--- src/rtl/mem_req_queue.sv ---
// -----------------------------------------------------------------------------
// mem_req_queue
//
// Request front end for the DDR5 command state machine (MemCont). Host read and
// write requests are buffered in a circular FIFO. The head entry is presented
// to the controller as rd_valid / wr_valid with its row and column. The head is
// popped whenever the controller signals ready.
//
// ppl is a page-hit pipelining hint. It is high when the entry behind the head
// targets the same row in the same direction. The controller can then stay in
// RD/WR instead of auto-precharging.
//
// Ports
//   clk         in   clock, rising edge
//   rst         in   asynchronous active-low reset
//   flush       in   synchronous queue clear (discards same-cycle push/pop)
//   req_valid   in   host request strobe
//   req_ready   out  queue can accept (== !full)
//   req_wr      in   1 = write, 0 = read
//   req_row     in   request row [ROW_W]
//   req_col     in   request column [COL_W]
//   cont_ready  in   controller ready; pops the head when it is valid
//   rd_valid    out  head entry is a read
//   wr_valid    out  head entry is a write
//   ppl         out  next entry has same row and direction as head
//   cmd_row     out  head row (0 when empty)
//   cmd_col     out  head column (0 when empty)
//   count       out  number of entries held [$clog2(DEPTH)+1]
//   ovf_err     out  sticky: push attempted while full (cleared by reset only)
// -----------------------------------------------------------------------------
module mem_req_queue #(
    parameter int DEPTH = 8,
    parameter int ROW_W = 16,
    parameter int COL_W = 10
) (
    input  logic                       clk,
    input  logic                       rst,
    input  logic                       flush,
    input  logic                       req_valid,
    output logic                       req_ready,
    input  logic                       req_wr,
    input  logic [ROW_W-1:0]           req_row,
    input  logic [COL_W-1:0]           req_col,
    input  logic                       cont_ready,
    output logic                       rd_valid,
    output logic                       wr_valid,
    output logic                       ppl,
    output logic [ROW_W-1:0]           cmd_row,
    output logic [COL_W-1:0]           cmd_col,
    output logic [$clog2(DEPTH):0]     count,
    output logic                       ovf_err
);

    localparam int PTR_W = $clog2(DEPTH);
    localparam int CNT_W = PTR_W + 1;
    localparam int ENT_W = 1 + ROW_W + COL_W;

    // Entry layout: {wr, row, col}
    localparam int WR_BIT  = ENT_W - 1;
    localparam int ROW_MSB = ROW_W + COL_W - 1;
    localparam int ROW_LSB = COL_W;

    logic [ENT_W-1:0] mem [DEPTH];

    logic [PTR_W-1:0] wr_ptr;
    logic [PTR_W-1:0] rd_ptr;
    logic [PTR_W-1:0] nxt_ptr;

    logic full;
    logic empty;
    logic push;
    logic pop;

    logic             head_wr;
    logic [ROW_W-1:0] head_row;
    logic [COL_W-1:0] head_col;
    logic             nxt_wr;
    logic [ROW_W-1:0] nxt_row;

    // ------------------------------------------------------------------
    // Queue status and handshakes
    // ------------------------------------------------------------------
    assign full      = (count == CNT_W'(DEPTH));
    assign empty     = (count == '0);
    assign req_ready = !full;
    assign push      = req_valid & !full;
    // rd_valid | wr_valid reduces to !empty
    assign pop       = cont_ready & !empty;

    // Power-of-two depth lets the pointer wrap by plain overflow.
    assign nxt_ptr   = rd_ptr + PTR_W'(1);

    // ------------------------------------------------------------------
    // Entry storage: no reset, contents are only meaningful below count
    // ------------------------------------------------------------------
    always_ff @(posedge clk) begin
        if (push && !flush) begin
            mem[wr_ptr] <= {req_wr, req_row, req_col};
        end
    end

    // ------------------------------------------------------------------
    // Pointers, occupancy and overflow flag
    // ------------------------------------------------------------------
    always_ff @(posedge clk or negedge rst) begin
        if (!rst) begin
            wr_ptr  <= '0;
            rd_ptr  <= '0;
            count   <= '0;
            ovf_err <= 1'b0;
        end else if (flush) begin
            // Same-cycle push/pop are dropped; the overflow record survives.
            wr_ptr <= '0;
            rd_ptr <= '0;
            count  <= '0;
        end else begin
            if (push) begin
                wr_ptr <= wr_ptr + PTR_W'(1);
            end
            if (pop) begin
                rd_ptr <= nxt_ptr;
            end
            unique case ({push, pop})
                2'b10:   count <= count + CNT_W'(1);
                2'b01:   count <= count - CNT_W'(1);
                default: count <= count;
            endcase
            if (req_valid && full) begin
                ovf_err <= 1'b1;
            end
        end
    end

    // ------------------------------------------------------------------
    // Head and look-ahead decode (combinational from registered state)
    // ------------------------------------------------------------------
    assign head_wr  = mem[rd_ptr][WR_BIT];
    assign head_row = mem[rd_ptr][ROW_MSB:ROW_LSB];
    assign head_col = mem[rd_ptr][COL_W-1:0];
    assign nxt_wr   = mem[nxt_ptr][WR_BIT];
    assign nxt_row  = mem[nxt_ptr][ROW_MSB:ROW_LSB];

    // Gating on empty keeps stale storage from leaking out, including while
    // reset holds count at zero.
    assign rd_valid = !empty && !head_wr;
    assign wr_valid = !empty &&  head_wr;
    assign cmd_row  = empty ? '0 : head_row;
    assign cmd_col  = empty ? '0 : head_col;

    // The look-ahead slot only holds a real request once two are queued.
    assign ppl = (count >= CNT_W'(2)) ? ((nxt_row == head_row) && (nxt_wr == head_wr))
                                      : 1'b0;

endmodule
--- config.mk ---
export PLATFORM = sky130hd
export DESIGN_NAME = mem_req_queue
export DESIGN_NICKNAME = d
export VERILOG_FILES = /design/src/rtl/mem_req_queue.sv
export SDC_FILE = /design/constraint.sdc
export NUM_CORES = 1
export LEC_CHECK = 0
export CORE_MARGIN = 2
export CORE_UTILIZATION = 50
export DETAILED_ROUTE_END_ITERATION = 16
export PLACE_DENSITY = 0.73
export REMOVE_ABC_BUFFERS = 1
export SLEW_MARGIN = 30
export SYNTH_ARGS = -nofsm -noshare
export SYNTH_HDL_FRONTEND = slang
export SYNTH_SLANG_ARGS = --single-unit
export TNS_END_PERCENT = 20
--- constraint.sdc ---
create_clock -name clk -period 3.6 [get_ports clk]
set_clock_uncertainty 0.2 [all_clocks]
set_input_delay 0.54 -clock clk [delete_from_list [all_inputs] [get_ports clk]]
set_output_delay 0.54 -clock clk [all_outputs]
set_load 0.02 [all_outputs]
==> results.yml, run 1 <==
status:
  status: "finished, violations left"
  violations: "setup timing"
job:
  max-cap-violations: 0
power_and_ir_drop:
  leakage_nw: 4.11
  p_sw_w: 0.00285
  pwr-share-seq_pct: 33.4
  power.density_mw_per_mm2: 724
  internal_power_w: 0.00643
  swShare_pct: 30.7
  power_frac_comb_pct: 40.8
  irDropWorstVdd_mv: 0.525
  clockPowerShare_pct: 25.7
synthesis:
  synthCells: 552
  ys_ff_latch: 227
  seq_area_frac_synth_pct: 63.3
  synth_flop_cell: "edfxtp_1"
  avgSynthCellArea_um2: 19.4
  synth-edff-count: 216
  synth.distinct_cells: 47
  yosys_warnings: 0
  async_flop_share_pct: 4.85
  syn_area_mm2: 0.0107
floorplan:
  initial_utilization_pct: 50.8
  die_h_um: 150
  ios: 67
  core_mm2: 0.0210
  fp.dieW_um: 150
  rows: 53
  dieArea_mm2: 0.0226
detailed_routing:
  drt_iter0_markers: 282
  wl_met1_um: 8960
  viasPerCell: 5.91
  totalWireLength_um: 22400
  route.met3.wl_um: 1070
  antenna_left: 0
  dr.pass1.iters: 4
  top_layer_used: "met5"
  via_count: 5629
  wire_per_inst_um: 23.6
  route.detailed.drc: 0
  wl_met2_um: 12000
layout:
  final_util_pct: 60.9
  nets: 696
  layout_common_cells: "edfxtp_1, mux4_2, clkdlybuf4s50_1, mux2i_1, buf_4"
  final_common_cell: "edfxtp_1"
  stdcell_count: 952
  drive_above_1_share_pct: 29.7
  area_growth_pct: 19.9
  antennaDiodeCount: 0
sta:
  final_max_slew_viol_count: 0
  slew_headroom_pct: 62.6
  period_needed_ns: 4.01
  setup_viol: 10
  timing_hold_violations_final: 0
  fmax_mhz: 249
  setup_ws_ns: -0.413
  min_period_over_period_pct: 111
  tightest_slew_ns: 0.559
  rsz0062_at_grt: "true"
worst_setup_path:
  crit_path_start_kind: "flip-flop"
  worst-setup-path-type: "reg -> out"
  path_buf_inv: 2
  cp_slowest_cell: "mux4_2"
  cp_common_cell: "nor4_2"
  crit_fanout: 7
  crit_family: "multiplexers"
  cp_cell_sequence: "ha_4, buf_12, mux4_2, mux2i_1, xor2_1, nand4_1, nor4_2, a21oi_1, nor4_2, buf_4"
  worstSetupEndpointType: "output pin"
  slowest_delay_ns: 0.52
  crit_required_ns: 2.86
  crit_arrival_ns: 3.27
clocking:
  h-tree-depth: 1
  clock_path_buffers: 3
  clock-sinks: 227
  insertion_delay_ns: 0.51
  clkTransAtPathRegs_ns: 0.06
  holdBufCountCts: 0
  cts_buffers: 24
  cts_tree: "yes"
  cts_root_buf: "clkbuf_16"
global_route:
  grt_max_degree: 28
  gr-total-overflow: 0
  grt_pass1_wl_um: 35100
  grt_pass1_vias: 6096
  track_usage_pct: 20.9
  antenna_found_initial: 1
place:
  io_buffer_count: 66
  routabilityCongestion: 0.738
  dp_cells: 906
  hpwl_um: 13900
min_path:
  hold_path.class: "in -> async"
-- state kept, by name (all words and copies together), names as in the netlist --
register and cells:
count 4, mem 216, rd_ptr 3, ovf_err 1, wr_ptr 3
-- power groups by stage --
stage                     Combinational (W)  Sequential (W)  Clock [W]
after floorplan                     0.00220         0.00333          0
after global placement              0.00356         0.00314          0
after detailed placement            0.00360         0.00315          0
after CTS                           0.00382         0.00310    0.00243
after global routing                0.00405         0.00311    0.00254
final                               0.00379         0.00310    0.00239
-- cell usage after synthesis (3+ instances only) --
| master | number | area share (%) |
|---|---|---|
| nand3_1 | 3 | 0.14 |
| a21oi_1 | 5 | 0.23 |
| buf_1 | 3 | 0.11 |
| xor2_1 | 13 | 1.1 |
| nand2_1 | 12 | 0.42 |
| nor4_2 | 3 | 0.35 |
| ha_1 | 4 | 0.47 |
| a2111oi_0 | 4 | 0.33 |
| edfxtp_1 | 216 | 61 |
| mux4_1 | 15 | 3.7 |
| mux2i_1 | 50 | 4.7 |
| buf_12 | 3 | 0.56 |
| buf_6 | 10 | 1.1 |
| nor3_1 | 6 | 0.28 |
| nor2_1 | 40 | 1.4 |
| mux4_2 | 77 | 16 |
| and3_1 | 3 | 0.18 |
| nor4_1 | 4 | 0.23 |
| nand2b_1 | 4 | 0.23 |
| buf_2 | 9 | 0.42 |
| dfrtp_1 | 11 | 2.6 |
| clkbuf_1 | 6 | 0.21 |
| xnor2_1 | 20 | 1.6 |
-- final cells by class --
cell class	instances	area [um^2]
fill	1458	8210
clock buffer	29	619
clock inverter	14	155
multi-input combinational	288	3680
inverter	1	3.75
tap	275	344
sequential	227	6770
timing repair buffer	118	1240
-- routing by layer --
| metal | vias up | GRT usage, % |
|---|---|---|
| li1 | 2500 | - |
| met1 | 2953 | 26.8 |
| met2 | 140 | 37.6 |
| met3 | 34 | 3.73 |
| met4 | 2 | 4.72 |
| met5 | - | 0 |
-- kinds of logic after synthesis --
kind of cell	synth area share, %
compound gates	1.39
xor+xnor	2.86
fa+ha+maj	0.468
buf+inv	2.93
flops	63.3
mux	24.7
simple gates	4.33
-- worst reg2reg max path, cell delays in order (launching register included) --
cell and delay (ns):
dfrtp_1 0.51, or4b_1 0.64, nand2_1 0.15, nand3_2 0.16
inv_1 0.12, ha_1 0.28, o21a_1 0.13, o32ai_1 0.33
xnor2_1 0.16, nor2_1 0.05
-- path summary, 6_finish.rpt --
check	from	to	slack, ns	cells after the start
max	rd_ptr[0]$_DFFE_PN0P_	ppl	-0.41	10
min	rst	wr_ptr[1]$_DFFE_PN0P_	0.19	1
max reg2reg	count[1]$_DFFE_PN0P_	count[3]$_DFFE_PN0P_	0.74	9
min reg2reg	ovf_err$_DFFE_PN0P_	ovf_err$_DFFE_PN0P_	0.27	1
max in group asynchronous	rst	rd_ptr[0]$_DFFE_PN0P_	2.59	1
min in group clk	ovf_err$_DFFE_PN0P_	ovf_err$_DFFE_PN0P_	0.27	1
-- repair_timing --
action	CTS	global route
setup endpoints to repair	23	19
gates cloned	2	0
setup buffers	1	0
pin swaps	8	3
hold endpoints to repair	0	0
gates resized for setup	34	8
-- metrics by stage --
stage	cell area [um^2]	power [W]	hold WS (ns)	setup TNS (ns)	setup WS, ns
2_1_floorplan	10400	0.00553	0.0444	-28.60	-3.40
3_3_place_gp	11900	0.00670	0.258	-0.442	-0.442
3_5_place_dp	11900	0.00676	0.265	-0.469	-0.469
4_1_cts	12800	0.00935	0.180	-2.00	-0.442
5_1_grt	12800	0.00970	0.225	-3.07	-0.590
6_report	12800	0.00928	0.189	-0.846	-0.413
Power figures use the tool's default switching activity.
==> run 2: changes to the inputs <==
- CORE_UTILIZATION: 50 -> 40
- PLACE_DENSITY: 0.73 -> 0.61
==> run 2 against run 1 <==
  * The run ends with DRC, setup timing left
  * Sequential power hardly changed
  * First-iteration DRC count down 0.35%
  * Clock power is essentially flat
  * Hold slack gained 0.015 ns
  * Power decreased by 1.3%
  * Maximum frequency is 1.5% higher
  * Cell count grew 6.3%
  * Register-to-register slack gained 0.03 ns
  * Largest power group unchanged
==> results.yml, run 2 (synthesized netlist as in run 1, its figures left out) <==
power_and_ir_drop:
  power.density_mw_per_mm2: 711
  leakage_nw: 4.07
  irDropWorstVdd_mv: 0.481
clocking:
  clkTransAtPathRegs_ns: 0.06
  h-tree-depth: 1
  insertion_delay_ns: 0.51
  clock-sinks: 227
  clock_path_buffers: 3
  holdBufCountCts: 0
  postCtsSetupRepairBufs: 0
  cts_tree: "yes"
  cts_root_buf: "clkbuf_16"
  cts_buffers: 24
place:
  io_buffer_count: 66
  hpwl_um: 14200
  dpl_cell_area_mm2: 0.0120
  routabilityCongestion: 0.754
  dp_slack_ns: -0.480
detailed_routing:
  viasPerCell: 5.51
  route.detailed.drc: 2
  dr.pass1.iters: 10
  via_count: 5574
  antenna_left: 0
  totalWireLength_um: 22800
  wire_per_inst_um: 22.6
  drt_iter0_markers: 281
floorplan:
  rows: 59
  core_mm2: 0.0261
  die_h_um: 167
  initial_utilization_pct: 40.9
  dieArea_mm2: 0.0280
  fp.dieW_um: 167
  ios: 67
sta:
  setup_ws_ns: -0.353
  period_needed_ns: 3.95
  min_period_over_period_pct: 110
  timing_hold_violations_final: 0
  setup_viol: 3
  fmax_mhz: 253
  slew_headroom_pct: 60.9
  rsz0062_at_grt: "true"
  holdWs_ns: 0.204
  final_max_slew_viol_count: 0
  tightest_slew_ns: 0.585
layout:
  drive_above_1_share_pct: 29.3
  nets: 694
  largest_reg_flops: 216
  register_area_mm2: 0.00677
  fill_cells: 2157
  final_util_pct: 49.3
  area_growth_pct: 20.6
  layout_common_cells: "edfxtp_1, mux4_2, clkdlybuf4s50_1, mux2i_1"
  top_register: "mem"
  multiInputGateArea_mm2: 0.00369
  design_area_mm2: 0.0129
  final_common_cell: "edfxtp_1"
  reg_top3: "mem x216, count x4"
global_route:
  grt_pass1_vias: 6003
  track_usage_pct: 16.5
  gr-total-overflow: 0
  grt_max_degree: 30
  grt_pass1_wl_um: 35300
  antenna_found_initial: 1
worst_setup_path:
  timing.rr.start: "count[1]$_DFFE_PN0P_"
  cp-endpoint: "ppl"
  worst-path-stages: 10
  r2r_cells: 9
  cp_common_cell: "nor4_2"
  crit_family: "multiplexers"
  cp_cell_sequence: "ha_4, buf_12, mux4_1, mux2i_2, xor2_1, nand4_1, nor4_2, a21oi_1, nor4_2, buf_4"
  path_buf_inv: 2
  crit_path_start_kind: "flip-flop"
  reg2reg_slack_ns: 0.77
  reg2reg_to: "count[3]$_DFFE_PN0P_"
  crit_start: "rd_ptr[0]$_DFFE_PN0P_"
  worstSetupEndpointType: "output pin"
  slowest_delay_ns: 0.61
  worst-setup-path-type: "reg -> out"
  cp_slowest_cell: "mux4_1"
  crit_required_ns: 2.86
  crit_arrival_ns: 3.21
  crit_fanout: 18
status:
  violations: "DRC, setup timing"
  status: "finished, violations left"
job:
  max-cap-violations: 0
min_path:
  hold_path.class: "in -> async"
-- run 2: cell types whose count changed in the layout (fill, tap and decap cells not counted), moves of 3 or more --
cell | previous run | this run
clkdlybuf4s50_1 | 58 | 63
dlygate4sd2_1 | 4 | 1
clkinv_1 | 6 | 2
buf_12 | 8 | 13
buf_4 | 38 | 34
clkinv_2 | 2 | 5
mux4_1 | 11 | 15
mux4_2 | 81 | 77
-- run 2: power breakdown --
part	switching, W	total [W]	leakage [nW]	internal [W]
logic	0.00179	0.00364	1.60	0.00185
clock network	0.000965	0.00242	0.381	0.00145
registers	0.0000841	0.00310	2.09	0.00302
-- run 2: area by class of cell --
class | instances | share of cell area, %
antenna | 1 | 0.0194
clock buffer | 33 | 5.24
clock inverter | 11 | 0.835
inverter | 1 | 0.0291
multi-input combinational | 288 | 28.6
sequential | 227 | 52.5
tap | 335 | 3.25
timing repair buffer | 116 | 9.44
-- run 2: worst register-to-register path, delay by kind of cell, from the launching register on --
family	cells	cell delay, ns
and+or+nand+nor	4	0.99
adders and majority gates	1	0.29
xor gates and xnor gates	1	0.16
DFF	1	0.51
AOI/OAI and AO/OA	2	0.43
buffers and inverters	1	0.13
-- run 2: routing by layer --
metal  vias up  track usage [%]  wire length (um)
met3        25             2.25              1010
met5         -                0                 0
met1      2935             21.2              9560
li1       2497                -                 -
met2       117             29.9             11900
met4         0             4.08               353
-- run 2: worst min-delay path by stage --
stage	startpoint	to	cells after the start	slack, ns
2_1_floorplan	rst	count[0]$_DFFE_PN0P_	0	0.04
3_3_place_gp	ovf_err$_DFFE_PN0P_	ovf_err$_DFFE_PN0P_	1	0.26
3_5_place_dp	ovf_err$_DFFE_PN0P_	ovf_err$_DFFE_PN0P_	1	0.27
4_1_cts	rst	wr_ptr[0]$_DFFE_PN0P_	1	0.21
5_1_grt	rst	count[0]$_DFFE_PN0P_	1	0.23
6_report	rst	rd_ptr[0]$_DFFE_PN0P_	1	0.20
-- run 2: timing repair --
item / in CTS / in global routing
pin swaps: 4 / 1
endpoints found under the setup margin: 13 / 12
resized for setup: 24 / 6
-- run 2: stage by stage --
step / std cells / total power [W] / TNS [ns]
after CTS: 1011 / 0.00927 / -0.618
final: 1012 / 0.00916 / -0.396
after global routing: 1011 / 0.00960 / -1.03
after floorplan: 516 / 0.00553 / -28.60
after global placement: 967 / 0.00671 / -0.477
after detailed placement: 967 / 0.00677 / -0.480
==> run 3: changes to the inputs <==
- GPL_TIMING_DRIVEN: default -> 0
- PLACE_DENSITY: 0.61 -> 0.59
- clock period: 3.6 -> 4.3 ns (I/O delays scaled with it)
==> run 3 against run 2 <==
  * Cell count is essentially flat
  * The run still ends with DRC, setup timing left
  * Die area is the same
  * Critical endpoint unchanged
  * Core utilization grew 1.3 points
  * First-iteration DRC count grew 11%
  * Sequential power shrank 16%
  * Global-route usage grew 0.93 points
  * Setup slack gained 0.29 ns
  * Power shrank 13%
  * Cell area grew 2.6%
  * Wire length grew 4.9%
  * Clock power shrank 18%
  * Largest power group unchanged
  * Sequential share of layout area shrank 1.3 points
==> results.yml, run 3 (synthesized netlist as in run 1, its figures left out) <==
status:
  status: "finished, violations left"
  violations: "DRC, setup timing"
layout:
  nets: 698
  reg_top3: "mem x216, count x4"
  stdcell_count: 1013
  area_growth_pct: 23.7
  drive_above_1_share_pct: 30.7
  top_register: "mem"
  antennaDiodeCount: 0
  layout_common_cells: "edfxtp_1, mux4_2, clkdlybuf4s50_1, mux2i_1, nor2_1"
  fill_cells: 2138
  largest_reg_flops: 216
  final_common_cell: "edfxtp_1"
  design_area_mm2: 0.0132
detailed_routing:
  totalWireLength_um: 23900
  route.detailed.drc: 4
  viasPerCell: 5.54
  via_count: 5617
  drt_iter0_markers: 313
  antenna_left: 0
  wire_per_inst_um: 23.6
  dr.pass1.iters: 10
job:
  max-cap-violations: 0
place:
  dpl_cell_area_mm2: 0.0120
  io_buffer_count: 66
  hpwl_um: 15100
  routabilityCongestion: 0.722
  dp_cells: 946
  dp_slack_ns: -1.12
global_route:
  grt_pass1_vias: 6141
  antenna_found_initial: 0
  track_usage_pct: 17.5
  gr-total-overflow: 0
  grt_pass1_wl_um: 36800
  grt_max_degree: 31
sta:
  setup_ws_ns: -0.0648
  totalNegativeSetupSlack_ns: -0.0648
  period_needed_ns: 4.36
  tightest_slew_ns: 0.742
  setup_viol: 1
  min_period_over_period_pct: 102
  final_max_slew_viol_count: 0
  slew_headroom_pct: 50.5
  rsz0062_at_grt: "true"
  timing_hold_violations_final: 0
  fmax_mhz: 229
floorplan:
  ios: 67
  initial_utilization_pct: 40.9
  dieArea_mm2: 0.0280
  die_h_um: 167
  core_mm2: 0.0261
  fp.dieW_um: 167
  rows: 59
clocking:
  cts_tree: "yes"
  insertion_delay_ns: 0.51
  clkTransAtPathRegs_ns: 0.06
  cts_buffers: 23
  clock-sinks: 227
  h-tree-depth: 1
  cts_root_buf: "clkbuf_16"
  holdBufCountCts: 0
  clock_path_buffers: 3
worst_setup_path:
  worst-setup-path-type: "reg -> out"
  crit_path_start_kind: "flip-flop"
  crit_fanout: 5
  crit_arrival_ns: 3.52
  worstSetupEndpointType: "output pin"
  crit_required_ns: 3.45
power_and_ir_drop:
  power.density_mw_per_mm2: 606
  irDropWorstVdd_mv: 0.341
  leakage_nw: 4.14
min_path:
  hold_path.class: "in -> async"
[run 3: cell count changes in the layout (fill, tap and decap cells not counted), moves of 3 or more]
| cell | before | now |
|---|---|---|
| buf_12 | 13 | 8 |
| buf_16 | 0 | 13 |
| buf_2 | 0 | 6 |
| buf_4 | 34 | 20 |
| clkinv_2 | 5 | 2 |
| mux2i_1 | 47 | 50 |
| mux2i_2 | 4 | 1 |
| mux4_1 | 15 | 8 |
| mux4_2 | 77 | 84 |
| nor2_2 | 6 | 0 |
| nor2_4 | 0 | 6 |
[run 3: layout make-up]
class	count	area, um^2	area share (%)
Inverter	1	3.75	0.0284
Clock buffer	31	626	4.73
Tap cell	335	419	3.17
Sequential cell	227	6770	51.3
Multi-Input combinational cell	290	3780	28.6
Timing Repair Buffer	119	1480	11.2
Clock inverter	10	130	0.985
[run 3: worst paths after layout]
kind / from / endpoint / slack [ns] / cells past startpoint
min: rst / count[3]$_DFFE_PN0P_ / 0.28 / 1
max: rd_ptr[1]$_DFFE_PN0P_ / ppl / -0.06 / 10
max in group asynchronous: rst / rd_ptr[0]$_DFFE_PN0P_ / 3.23 / 1
min reg2reg: ovf_err$_DFFE_PN0P_ / ovf_err$_DFFE_PN0P_ / 0.28 / 1
min in group clk: ovf_err$_DFFE_PN0P_ / ovf_err$_DFFE_PN0P_ / 0.28 / 1
max reg2reg: count[1]$_DFFE_PN0P_ / mem[1][11]$_DFFE_PP_ / 1.47 / 6
[run 3: layer usage]
metal / part of all wire (%) / vias up / GRT usage [%]
met5: 0 / - / 0
met2: 53 / 129 / 31.5
met4: 1.7 / 0 / 4.12
li1: - / 2498 / -
met3: 4.5 / 32 / 2.53
met1: 41 / 2958 / 22.4
[run 3: power breakdown]
part	internal, W	total (W)	leakage, nW	switching (W)
Combinational	0.00181	0.00341	1.69	0.00160
Clock	0.00120	0.00199	0.359	0.000795
Sequential	0.00253	0.00260	2.09	0.0000702
Total	0.00553	0.00800	4.14	0.00247
[run 3: repair_timing]
item / in CTS / in global routing
gates resized for setup: 32 / 2
buffers inserted: 20 / 0
cloned: 6 / 0
pin swaps: 13 / 0
endpoints found under the setup margin: 1 / 1
[run 3: critical path: stages (launching register included)]
cell and delay, ns:
dfrtp_4 0.50, buf_16 0.14, ha_4 0.34, buf_12 0.16, buf_12 0.11, mux4_2 0.51, xor2_1 0.19, a2111oi_4 0.38
nand4_1 0.24, nor4_4 0.24, buf_4 0.20
[run 3: metrics by stage]
stage	hold slack (ns)	utilization [%]	total power (W)
2_1_floorplan	0.149	-	0.00463
3_5_place_dp	0.263	45.9	0.00559
5_1_grt	0.302	50.6	0.00836
6_report	0.277	50.6	0.00800
4_1_cts	0.281	50.6	0.00810
3_3_place_gp	0.258	43.8	0.00540
